===== src/rtl/demosaic_frame_ctrl.sv =====
// rtl/demosaic_frame_ctrl.sv - frame sequencer for the nearest-neighbour Bayer demosaic stage
// Clears the stage, meters source pixels in, pads two lines of zeros and audits the output count.
module demosaic_frame_ctrl #(
  parameter int width  = 320,
  parameter int height = 240,
  parameter int cntW   = 32
) (
  input  logic            clk,
  input  logic            reset,
  input  logic            start,
  output logic            busy,
  output logic            frame_done,
  output logic            frame_err,
  input  logic [7:0]      src_data,
  input  logic            src_valid,
  output logic            src_ready,
  input  logic            sink_ready,
  output logic            dm_reset,
  output logic [7:0]      dm_data,
  output logic            dm_valid,
  input  logic            dm_oValid,
  input  logic            dm_oDone,
  output logic [cntW-1:0] in_cnt,
  output logic [cntW-1:0] out_cnt
);

  localparam logic [cntW-1:0] src_total = cntW'(width * height);
  localparam logic [cntW-1:0] pad_total = cntW'(width * (height + 2));

  typedef enum logic [2:0] {
    s_idle,
    s_clear,
    s_feed,
    s_flush,
    s_wait,
    s_done
  } state_t;

  state_t          state;
  logic            clr_first;
  logic [1:0]      wait_cnt;
  logic            xfer;
  logic            out_inc;
  logic [cntW-1:0] out_nxt;
  logic [cntW-1:0] in_nxt;

  assign src_ready = (state == s_feed) && sink_ready;
  assign xfer      = src_valid && src_ready;

  // Output beats are counted across the whole busy window and saturate.
  assign out_inc = busy && dm_oValid && (out_cnt != {cntW{1'b1}});
  assign out_nxt = out_inc ? out_cnt + cntW'(1) : out_cnt;
  assign in_nxt  = in_cnt + cntW'(1);

  always_ff @(posedge clk or negedge reset) begin
    if (!reset) begin
      state      <= s_idle;
      busy       <= 1'b0;
      frame_done <= 1'b0;
      frame_err  <= 1'b0;
      dm_reset   <= 1'b1;
      dm_valid   <= 1'b0;
      dm_data    <= 8'd0;
      in_cnt     <= '0;
      out_cnt    <= '0;
      clr_first  <= 1'b0;
      wait_cnt   <= 2'd0;
    end else begin
      frame_done <= 1'b0;
      dm_valid   <= 1'b0;
      out_cnt    <= out_nxt;
      case (state)
        s_idle: begin
          dm_reset <= 1'b0;
          if (start) begin
            state     <= s_clear;
            busy      <= 1'b1;
            dm_reset  <= 1'b1;
            frame_err <= 1'b0;
            clr_first <= 1'b1;
            in_cnt    <= '0;
            out_cnt   <= '0;
          end
        end
        s_clear: begin
          in_cnt  <= '0;
          out_cnt <= '0;
          if (clr_first) begin
            clr_first <= 1'b0;
          end else begin
            dm_reset <= 1'b0;
            state    <= s_feed;
          end
        end
        s_feed: begin
          if (xfer) begin
            dm_data  <= src_data;
            dm_valid <= 1'b1;
            in_cnt   <= in_nxt;
            if (in_nxt == src_total) state <= s_flush;
          end
        end
        s_flush: begin
          // Zero padding pushes the last two lines out of the stage's line buffers.
          if (sink_ready) begin
            dm_data  <= 8'd0;
            dm_valid <= 1'b1;
            in_cnt   <= in_nxt;
            if (in_nxt == pad_total) begin
              state    <= s_wait;
              wait_cnt <= 2'd0;
            end
          end
        end
        s_wait: begin
          if (dm_oDone) begin
            state      <= s_done;
            frame_done <= 1'b1;
            frame_err  <= (out_nxt != src_total);
          end else if (wait_cnt == 2'd3) begin
            state      <= s_done;
            frame_done <= 1'b1;
            frame_err  <= 1'b1;
          end else begin
            wait_cnt <= wait_cnt + 2'd1;
          end
        end
        s_done: begin
          busy  <= 1'b0;
          state <= s_idle;
        end
        default: state <= s_idle;
      endcase
    end
  end

endmodule


===== config.mk =====
export PLATFORM = sky130hd
export DESIGN_NAME = demosaic_frame_ctrl
export DESIGN_NICKNAME = d
export VERILOG_FILES = /design/src/rtl/demosaic_frame_ctrl.sv
export SDC_FILE = /design/constraint.sdc
export NUM_CORES = 1
export LEC_CHECK = 0
export ABC_AREA = 1
export ABC_CLOCK_PERIOD_IN_PS = 2600
export CAP_MARGIN = 20
export CORE_MARGIN = 8
export CORE_UTILIZATION = 25
export CTS_BUF_LIST = sky130_fd_sc_hd__clkbuf_8
export CTS_CLUSTER_DIAMETER = 40
export DETAILED_ROUTE_END_ITERATION = 6
export GPL_ROUTABILITY_DRIVEN = 1
export GPL_TIMING_DRIVEN = 0
export MAX_ROUTING_LAYER = met4
export PLACE_DENSITY = 0.55
export SLEW_MARGIN = 10
export SYNTH_ARGS = -nofsm -noshare
export SYNTH_HDL_FRONTEND = slang
export SYNTH_SLANG_ARGS = --single-unit

===== constraint.sdc =====
create_clock -name clk -period 2.6 [get_ports clk]
set_input_delay 0.52 -clock clk [delete_from_list [all_inputs] [get_ports clk]]
set_output_delay 0.52 -clock clk [all_outputs]
set_load 0.05 [all_outputs]

Yosys cells after proc, flatten, opt, wreduce, memory -nomap -nowiden --
Cells that the tools add are included.
Storage, ports and cells: bits in registers 83, output and inout port bits 78, word-level logic and storage cells 92
Cells by class: reduce and logical (&&, ||, !) cells 19, equal/unequal tests 19, $add $sub $neg 3, mux-type cells 40
Operator list (count):
- $mux W32 | 5
- $pmux W32 S4 | 1
- $add A32 B1 Y32 const B | 2
- $eq A32 B17 Y1 const B | 2
- $pmux W32 S2 | 1
- $ne A32 B17 Y1 const B | 1
- $ne A32 B32 Y1 const B | 1
- $mux W3 | 8
- $mux W8 | 2
- $pmux W8 S2 | 1
- $pmux W3 S5 | 1
- $ne A2 B2 Y1 const B | 7
- $mux W1 | 11
- $pmux W1 S2 | 5
- $reduce_bool A2 Y1 | 5
- $mux W2 | 4
- $reduce_and A7 Y1 | 1
- $eq A3 B2 Y1 const B | 2
- $eq A3 B3 Y1 const B | 2
- $reduce_and A2 Y1 | 3
- $reduce_and A3 Y1 | 2
- $reduce_and A5 Y1 | 1
- $logic_and A1 B1 Y1 | 4
- $pmux W2 S2 | 1
- 8 further kinds | 8

Depth between registers and ports, before layout --
Gate-level depths: netlist (run 1).
depth after elaboration 6, mapped depth 17, gate-level depth less buffers 16

Worst setup path before layout (run 1) --
No wires, ideal clock.
path kind register -> register, from register in_cnt[0], to register wait_cnt[0], setup slack 0.044 ns, data required time 2.479 ns, stages on the path, launching flop included 17, period minus slack after synthesis 2.556 ns, arrival 2.435 ns, path buffers 0, library setup time 0.121 ns, path through dfrtp_1 > ha_1 > nand2_1 > nor2_2 > nand2_1 > nor2_1 > nand2_1 > nand2_1 > nand2_1 > nor2_1 > nand2_1 > nor2_1 > nand3_1 > nand2_1 > nand2_1 > nand2_1 > o21ai_1
On the way: longest elaborated chain between the ends 4
Ends and longest elaborated chain:
- start, declared | RTL line 23 | output logic [cntW-1:0] in_cnt,
- start signal, assigned | RTL line 99 | in_cnt <= in_nxt;
- start signal, assigned | RTL line 108 | in_cnt <= in_nxt;
- $add A32 B1 Y32 | RTL line 53 | assign in_nxt = in_cnt + cntW'(1);
- $eq A32 B17 Y1 | RTL line 109 | if (in_nxt == pad_total) begin
- $ne A2 B2 Y1 (no source line)
- $reduce_and A5 Y1 (no source line)
- end signal, assigned | RTL line 125 | wait_cnt <= wait_cnt + 2'd1;
- end, declared | RTL line 41 | logic [1:0] wait_cnt;
No other way between the ends. A chain may end at the register's enable or synchronous reset.

Worst setup path in the final report (run 1) --
from register out_cnt[0], to register frame_err
On the way: longest elaborated chain between the ends 6
Ends and longest elaborated chain:
- start, declared | RTL line 24 | output logic [cntW-1:0] out_cnt
- start signal, assigned | RTL line 71 | out_cnt <= out_nxt;
- parallel branches: the longest is 2 deep, another holds $add A32 B1 Y32
- $mux W32 * | RTL line 52 | assign out_nxt = out_inc ? out_cnt + cntW'(1) : out_cnt;
- $ne A32 B17 Y1 * | RTL line 119 | frame_err <= (out_nxt != src_total);
- $mux W1 * | RTL line 116 | if (dm_oDone) begin
- $pmux W1 S2 * | RTL line 72 | case (state)
- end signal, assigned | RTL line 119
- end, declared | RTL line 13 | output logic frame_err,
Mark *: on every way between the ends.

==> results of run 1 <==
-- stage by stage --
stage	instance area, um^2	total power (W)	util, %	instances
CTS	7030	0.00739	32.5	1239
detailed placement	6730	0.00617	31.1	1218
global route	7220	0.00793	33.4	1251
global placement	6710	0.00616	31.0	1217
finish	7220	0.00743	33.4	1251
floorplan	5450	0.00476	-	846
-- worst max-delay path, cell delays in order, from the launching register on --
cell and delay [ns]:
dfrtp_1 0.41, ha_4 0.18, nand3_2 0.13, inv_1 0.10, nand2_1 0.10, nor2_4 0.16
nand2_1 0.09, nand2_2 0.10, inv_1 0.06, clkbuf_4 0.20, nand2_1 0.11, nand2_1 0.05
nor2_1 0.24, nand4_1 0.17, nor2_2 0.18, nor2_1 0.05
-- state kept, by name (all words and copies together), names as in the netlist --
signal / flops
wait_cnt: 2
dm_reset: 1
dm_valid: 1
in_cnt: 32
clr_first: 1
dm_data: 8
busy: 1
frame_err: 1
state: 3
frame_done: 1
out_cnt: 32
-- worst max path at each step --
stage | to | slack, ns | depth (start not counted) | from
after floorplan | wait_cnt[0]$_DFFE_PN0P_ | 0.04 | 16 | in_cnt[0]$_DFFE_PN0P_
after global placement | out_cnt[29]$_DFF_PN0_ | -2.43 | 1 | reset
after detailed placement | frame_err$_DFFE_PN0P_ | -0.33 | 17 | out_cnt[0]$_DFF_PN0_
after CTS | frame_err$_DFFE_PN0P_ | 0.0009 | 17 | out_cnt[0]$_DFF_PN0_
after global routing | wait_cnt[1]$_DFFE_PN0P_ | -0.03 | 16 | in_cnt[1]$_DFFE_PN0P_
final | frame_err$_DFFE_PN0P_ | 0.16 | 15 | out_cnt[0]$_DFF_PN0_
-- logic make-up (layout without fill, tap and decap cells) --
logic type                 Yosys count  after routing  share of synthesized area [%]
AOI/OAI and AO/OA                   83             83                           8.85
xor gates and xnor gates            19             19                           3.06
adders and majority gates            4              4                          0.919
buffers and inverters              106            231                           7.61
DFF                                 83             83                           38.2
and+or+nand+nor                    551            551                           41.4
-- power by group through the flow --
stage | Clock, W | Combinational, W | Sequential [W]
detailed placement | 0 | 0.00399 | 0.00218
global route | 0.00117 | 0.00454 | 0.00221
finish | 0.00109 | 0.00420 | 0.00214
CTS | 0.00112 | 0.00412 | 0.00214
global placement | 0 | 0.00398 | 0.00217
floorplan | 0 | 0.00149 | 0.00326
-- per-layer routing --
| metal | track usage, % | wire length (um) |
|---|---|---|
| met3 | 2.27 | 858 |
| met1 | 18.5 | 8640 |
| met2 | 21.8 | 8210 |
| met5 | - | 0 |
| met4 | 6.40 | 509 |
-- what timing repair did --
action,4_1_cts,5_1_grt
cloned,0,0
resized for setup,16,29
hold endpoints to repair,0,0
pin swaps,1,5
hold buffers,0,0
setup buffers,5,13
endpoints found under the setup margin,10,28
-- synth_stat cells (2+ instances only) --
master    count  area [um^2]
nor2_1      148          556
nor3_1        2         10.0
a22o_1        2         17.5
o22ai_1       5         31.3
xnor2_1       7         61.3
inv_2         2         7.51
inv_1        89          334
buf_2         5         25.0
nor2_4        2         22.5
a32o_1        8         80.1
o21ai_0      39          195
nand2_1     320         1200
ha_1          4         50.1
nor2_2        5         31.3
a21oi_1      21          105
nand4_1      14         87.6
clkbuf_1      8         30.0
xor2_1       12          105
o21ai_1       5         25.0
nand3b_1      7         52.6
dfrtp_1      82         2050
nand3_1      48          240
-- layout by cell type (no fill, tap or decap), types with 2 or more instances in the layout --
master,n
xnor2_1,7
nand2_1,314
buf_4,19
o21ai_1,5
bufinv_16,2
inv_1,91
o22ai_1,5
nand3b_1,7
nor2_1,138
xor2_1,12
inv_2,2
dfrtp_1,79
nor3_1,2
nand4_1,14
nand2_2,6
dfrtp_2,3
nor2_4,10
clkbuf_1,4
buf_2,4
nand3_1,47
clkbuf_8,10
nor2_2,7
ha_1,2
a22o_1,2
a21oi_1,21
clkdlybuf4s50_1,89
clkbuf_4,2
a32o_1,8
o21ai_0,39
-- area by class of cell --
cell class	instances	area, um^2	share of cell area (%)
clock buffers	10	138	1.91
plain buffers	13	73.8	1.02
multi-input cells	657	3070	42.4
repair buffers	110	1080	15.0
clock inverters	6	81.3	1.13
inverters	92	348	4.81
flip-flops and latches	83	2080	28.8
well taps	280	350	4.85
==> metrics, run 1 <==
outcome complete, no violations; P_int 0.00358 W; core area 0.0216 mm^2; crit path DAT 2.70 ns; DRT Pass-1 Iters 5; WL final 18200 um; DRC errors left 0; Syn Nets 865; Worst R2R End frame_err$_DFFE_PN0P_; Synth Warn # 0; Crit Path Max Fanout 10; largest net degree at the start of global routing 52; Critical Path RT 2.87 ns; first-pass GRT wire length 29200 um; antenna-violating nets left 0; Seq cells post-synth 83; initial antenna violation count 0; number of nets in the layout 985; H-tree levels 3; PwrDens 1030 mW/mm^2; FF-to-FF setup slack 0.16 ns; Slew HR 57.4%; actual slew at the worst max-slew pin 0.639 ns; Reg power frac 28.9%; Final setup violation count 0; CTS tree built; Final Cycle Share 93.8%; Worst Slack Setup Final 0.162 ns; GRT Residual Overflow 0; layout cell share with drive strength beyond 1 8.55%; Max clock buf depth 2; Area Overhead vs Synth 32.7%; via count 5681; width of the die 164 um; initial core utilization 25.2%; fillers 2371; Routed WL per cell 14.6 um; Fmax achieved 410 MHz; clock skew 0.0172 ns; Synth Cell Area 0.00545 mm^2; Synth Instances 846; sw frac 51.9%; net switching power 0.00385 W; Setup TNS 0 ns; vias in the first global route 5535; standard-cell rows 54; clock-pin slew on the worst setup and hold paths 0.10 ns; Tot GR Track Use 14.3%; worst-case reg-to-reg path depth 15; maximum VDD drop 0.000512 V; Seq/Total Area, Yosys 38.2%; Antenna diodes 0; DR iter-0 viols 360; die area 0.0268 mm^2; Placement Setup Slack -0.331 ns; Unique masters post-synth 33; Post-synth ARST share 100%; worst r2r src out_cnt[0]$_DFF_PN0_; Comb power frac 56.5%; Worst setup EP type flop; # clock sinks 83; CTS Root Cell clkbuf_8; worst setup path class flop to flop; Worst-Skew Late Latency 0.38 ns; Die H 164 um; HP Class input pin to async pin; Hold WS 0.0897 ns; ys flop type dfrtp_1; io pins 93; PortBufs 91; DR vias/cell 4.54; Slew Limit Fails 0; GPL Wtd Cong 0.873; Post-synth EDFFs 0; DP HPWL 14000 um; clock network fraction of total power 14.7%; number of max-cap violations 0; P_leak 3.13 nW; count of final hold-check violations 0; CTS buffer count 9; synthesized area per cell 6.44 um^2; min Tclk post-route 2.44 ns; Critical Path Start Type flop
Power figures use the tool's default switching activity.
==> run 2, diff against run 1 <==
--- a/config.mk
+++ b/config.mk
@@ -15,8 +15,8 @@
 export DETAILED_ROUTE_END_ITERATION = 6
 export GPL_ROUTABILITY_DRIVEN = 1
 export GPL_TIMING_DRIVEN = 0
-export MAX_ROUTING_LAYER = met4
 export PLACE_DENSITY = 0.55
+export REMOVE_ABC_BUFFERS = 1
 export SLEW_MARGIN = 10
 export SYNTH_ARGS = -nofsm -noshare
 export SYNTH_HDL_FRONTEND = slang
==> run 2 against run 1 <==
Worst hold slack better by 0.014 ns. Sequential power about the same. Combinational power up 1%. Wire length about the same. Largest cell class unchanged. Count of clock-buffer cells in the layout unchanged.
==> metrics, run 2 (synthesized netlist as in run 1, its figures left out) <==
Die H 164 um; met1 Usage GRT 18.5%; commonest non-fill, non-tap cell in the layout nand2_1; HP Class input pin to async pin; DR iter-0 viols 316; DRC errors left 0; DR vias/cell 4.58; Final Cycle Share 95.2%; Worst-Skew Late Latency 0.38 ns; Critical Path RT 2.87 ns; width of the die 164 um; via count 5723; GRT Residual Overflow 0; layout cell share with drive strength beyond 1 9.48%; CTS tree built; worst setup path class flop to flop; met3 usage 1.97%; Placement Setup Slack -1.06 ns; CTS buffer count 9; count of final hold-check violations 0; multi-input logic area 0.00310 mm^2; P_leak 3.11 nW; initial core utilization 25.2%; Max clock buf depth 2; maximum VDD drop 0.000521 V; GPL Wtd Cong 0.854; Slew HR 55.8%; DRT Pass-1 Iters 5; FF/Latch Area 0.00209 mm^2; most frequent cells in the layout 315 x nand2_1, 141 x nor2_1, 90 x clkdlybuf4s50_1, 89 x inv_1, 71 x dfrtp_1; Antenna diodes 0; Crit Path Max Fanout 10; Area Overhead vs Synth 32.8%; Worst Slack Setup Final 0.125 ns; antenna-violating nets left 0; first-pass GRT wire length 29100 um; PwrDens 1020 mW/mm^2; final non-filler cell total 1250; core area 0.0216 mm^2; H-tree levels 3; Fmax achieved 404 MHz; PortBufs 92; die area 0.0268 mm^2; Worst setup EP type flop; largest registers in_cnt x32, out_cnt x32, dm_data x8; io pins 93; GRT met2 Usage 22.5%; Critical Path Start Type flop; clock-pin slew on the worst setup and hold paths 0.10 ns; Routed WL per cell 14.6 um; vias in the first global route 5408; DP HPWL 13200 um; Tot GR Track Use 13.8%; WL final 18200 um; crit path DAT 2.75 ns; fillers 2405; min Tclk post-route 2.48 ns; GR peak layer met2; Final setup violation count 0; number of nets in the layout 984; outcome complete, no violations; Setup TNS 0 ns; actual slew at the worst max-slew pin 0.663 ns; CTS Root Cell clkbuf_8; largest net degree at the start of global routing 49; clock skew 0.0185 ns; initial antenna violation count 0; # clock sinks 83; Slew Limit Fails 0; standard-cell rows 54; number of max-cap violations 0; dpl cells 1206
==> run 2: cell types whose count changed in the layout (fill, tap and decap cells not counted), moves of 3 or more <==
cell      delta
dfrtp_1      -8
nor2_1       +3
nand2_2      -3
clkbuf_1     -4
buf_4        +5
dfrtp_2      +8
buf_2        -4
==> run 2: repair_timing <==
action                     4_1_cts  5_1_grt
buffers inserted                 6       17
hold buffers                     0        0
setup endpoints to repair       65       23
pin swaps                        5        8
gates resized for setup         19       28
gates cloned                     4        1
==> run 2: worst max-delay path: stages, from the launching register on <==
cell and delay, ns:
dfrtp_1 0.47, nand2_1 0.10, nor2_1 0.22, nand2_1 0.12, nor2_1 0.20, nand2_4 0.09, nand2_8 0.11, clkinvlp_4 0.08
buf_4 0.18, nand2_1 0.09, nand2_1 0.05, nor2_1 0.12, nand2_1 0.12, nor2_1 0.12, nand3_1 0.12, nor2_2 0.12
nor2_1 0.05
==> run 2: path summary, 6_finish.rpt <==
check,start,end,slack [ns],depth (start not counted)
max,out_cnt[29]$_DFF_PN0_,frame_err$_DFFE_PN0P_,0.12,16
min,reset,out_cnt[23]$_DFF_PN0_,0.10,1
max reg2reg,out_cnt[29]$_DFF_PN0_,frame_err$_DFFE_PN0P_,0.12,16
min reg2reg,dm_data[3]$_DFFE_PN0P_,dm_data[3]$_DFFE_PN0P_,0.50,1
max in group asynchronous,reset,in_cnt[0]$_DFFE_PN0P_,1.85,2
min in group clk,dm_data[3]$_DFFE_PN0P_,dm_data[3]$_DFFE_PN0P_,0.50,1
==> run 2: area by class of cell <==
cell class / instances / area share (%)
Inverter: 92 / 4.90
Sequential cell: 83 / 28.9
Timing Repair Buffer: 117 / 15.8
Clock inverter: 6 / 0.554
Tap cell: 280 / 4.85
Multi-Input combinational cell: 660 / 42.9
Clock buffer: 10 / 1.90
Timing Repair inverter: 2 / 0.173
==> run 2: through the flow <==
| step | total power [W] | hold WS [ns] | util (%) | instance area, um^2 |
|---|---|---|---|---|
| 6_report | 0.00735 | 0.103 | 33.4 | 7230 |
| 3_3_place_gp | 0.00605 | 0.474 | 30.8 | 6650 |
| 2_1_floorplan | 0.00467 | 0.224 | - | 5380 |
| 5_1_grt | 0.00788 | 0.137 | 33.4 | 7230 |
| 3_5_place_dp | 0.00611 | 0.478 | 31.0 | 6700 |
| 4_1_cts | 0.00728 | 0.116 | 32.5 | 7030 |
==> run 2: power by group <==
group          total (W)  switching [W]  internal, W
Combinational    0.00426        0.00291      0.00135
Clock           0.000926       0.000549     0.000377
Sequential       0.00216       0.000489      0.00167
Total            0.00735        0.00395      0.00340
==> run 2: per-layer routing <==
metal | up-vias | part of all wire, %
met4 | 0 | 1.6
met3 | 18 | 4.2
met2 | 112 | 47
met5 | - | 0
li1 | 2916 | -
met1 | 2677 | 48
==> run 3, diff against run 2 <==
--- a/config.mk
+++ b/config.mk
@@ -13,9 +13,10 @@
 export CTS_BUF_LIST = sky130_fd_sc_hd__clkbuf_8
 export CTS_CLUSTER_DIAMETER = 40
 export DETAILED_ROUTE_END_ITERATION = 6
+export DONT_BUFFER_PORTS = 1
 export GPL_ROUTABILITY_DRIVEN = 1
 export GPL_TIMING_DRIVEN = 0
-export PLACE_DENSITY = 0.55
+export PLACE_DENSITY = 0.49
 export REMOVE_ABC_BUFFERS = 1
 export SLEW_MARGIN = 10
 export SYNTH_ARGS = -nofsm -noshare
==> run 3 against run 2 <==
Cell area shrank 5.2%. Die area unchanged. Register-to-register slack lost 0.05 ns. Cell count is 6.4% lower. Utilization decreased by 1.7 points. Critical path type unchanged. Largest power group is now registers.
==> metrics, run 3 (synthesized netlist as in run 1, its figures left out) <==
cell area after layout 0.00686 mm^2; largest registers in_cnt x32, out_cnt x32, dm_data x8; CTS tree built; commonest non-fill, non-tap cell in the layout nand2_1; Antenna diodes 0; Critical Path RT 2.86 ns; io pins 93; actual slew at the worst max-slew pin 0.619 ns; initial core utilization 25.2%; Worst-Skew Late Latency 0.38 ns; DRT Pass-1 Iters 5; PortBufs 0; via count 5470; min Tclk post-route 2.52 ns; clock skew 0.0147 ns; core area 0.0216 mm^2; RSZ-0062 raised after global routing true; Worst setup EP type flop; number of max-cap violations 0; Routed WL per cell 16.0 um; fillers 2398; first-pass GRT wire length 29900 um; DP HPWL 13000 um; maximum VDD drop 0.000519 V; Slew HR 58.7%; # clock sinks 83; antenna-violating nets left 0; GRT Residual Overflow 0; outcome complete, no violations; crit path DAT 2.79 ns; Crit Path Max Fanout 7; worst setup path class flop to flop; P_leak 2.84 nW; Critical Path Start Type flop; FF-to-FF setup slack 0.08 ns; most frequent cells in the layout 291 x nand2_1, 123 x nor2_1, 86 x inv_1, 41 x nand3_1, 41 x dfrtp_2; die area 0.0268 mm^2; Placement Setup Slack -1.61 ns; Setup TNS 0 ns; Max clock buf depth 2; layout cell share with drive strength beyond 1 23.3%; PwrDens 1050 mW/mm^2; Total Power 0.00720 W; Worst Slack Setup Final 0.0797 ns; DRC errors left 0; CTS buffer count 9; Tot GR Track Use 14.3%; Final Cycle Share 96.9%; Die H 164 um; WL final 18800 um; H-tree levels 3; HP Class input pin to async pin; DR iter-0 viols 270; Area after DPL 0.00576 mm^2; standard-cell rows 54; largest net degree at the start of global routing 84; Final setup violation count 0; Area Overhead vs Synth 25.9%; count of final hold-check violations 0; final core occ 31.7%; Slew Limit Fails 0; number of nets in the layout 904; initial antenna violation count 0; vias in the first global route 5489; clock-pin slew on the worst setup and hold paths 0.10 ns; DR vias/cell 4.68; width of the die 164 um; CTS Root Cell clkbuf_8; GPL Wtd Cong 0.854; Fmax achieved 397 MHz
## run 3: changes by cell type in the layout (fill, tap and decap cells not counted), moves of 6 or more
cell | previous run | this run
nor2_4 | 9 | 19
buf_4 | 24 | 30
nand2_2 | 3 | 22
clkdlybuf4s50_1 | 90 | 0
nor2_2 | 7 | 16
dfrtp_4 | 0 | 22
dfrtp_2 | 11 | 41
nor2_1 | 141 | 123
dfrtp_1 | 71 | 19
nand2_1 | 315 | 291
## run 3: critical path: stages, from the launching register on
cell      delay, ns
dfrtp_4        0.57
ha_4           0.19
nand3_4        0.10
inv_2          0.09
nand2_2        0.07
nor2_4         0.16
buf_6          0.13
nand3b_4       0.13
buf_12         0.17
nand2_1        0.06
nand2_1        0.04
nand2_1        0.07
nand3_1        0.09
nor2_1         0.11
nand4_1        0.21
nor2_4         0.18
nor2_1         0.05
## run 3: final timing paths
| check | cells after the start | start | end |
|---|---|---|---|
| worst max-delay path | 16 | out_cnt[0]$_DFF_PN0_ | frame_err$_DFFE_PN0P_ |
| worst min-delay path | 1 | reset | in_cnt[9]$_DFFE_PN0P_ |
| worst max register to register | 16 | out_cnt[0]$_DFF_PN0_ | frame_err$_DFFE_PN0P_ |
| worst min register to register | 2 | wait_cnt[1]$_DFFE_PN0P_ | wait_cnt[1]$_DFFE_PN0P_ |
| max in group asynchronous | 1 | reset | out_cnt[25]$_DFF_PN0_ |
| min in group clk | 1 | src_data[1] | dm_data[1]$_DFFE_PN0P_ |
## run 3: report_power, final
part           internal, W  total, W  switching (W)
logic             0.000923   0.00264        0.00172
registers          0.00174   0.00357        0.00183
clock network     0.000463  0.000994       0.000531
total              0.00312   0.00720        0.00408
## run 3: repair_timing
action                                  4_1_cts  5_1_grt
buffers inserted                             18       16
hold buffers                                  1        0
gates cloned                                  5        1
endpoints found under the setup margin       78       38
hold endpoints to repair                     83        0
resized for setup                           100       95
pin swaps                                    12       30
## run 3: cell type report
class	count	area, um^2	area share [%]
multi-input cells	661	3370	49.2
flip-flops and latches	83	2210	32.3
repair buffers	37	368	5.37
inverters	92	354	5.17
well taps	280	350	5.11
clock buffers	10	138	2.01
clock inverters	6	56.3	0.821
repair inverters	1	7.51	0.110
## run 3: metrics by stage
step           std cells  hold slack (ns)
2_1_floorplan        832            0.224
3_3_place_gp        1112            0.227
3_5_place_dp        1113            0.227
4_1_cts             1153           0.0365
5_1_grt             1170           0.0476
6_report            1170           0.0428
## run 3: per-layer routing
metal	vias to the layer above	routed length, um	global-route usage [%]	share of wire [%]
li1	2755	-	-	-
met1	2583	8660	18.4	46
met2	110	8810	23.6	47
met3	22	1010	2.47	5.4
met4	0	281	5.12	1.5
met5	-	0	0	0
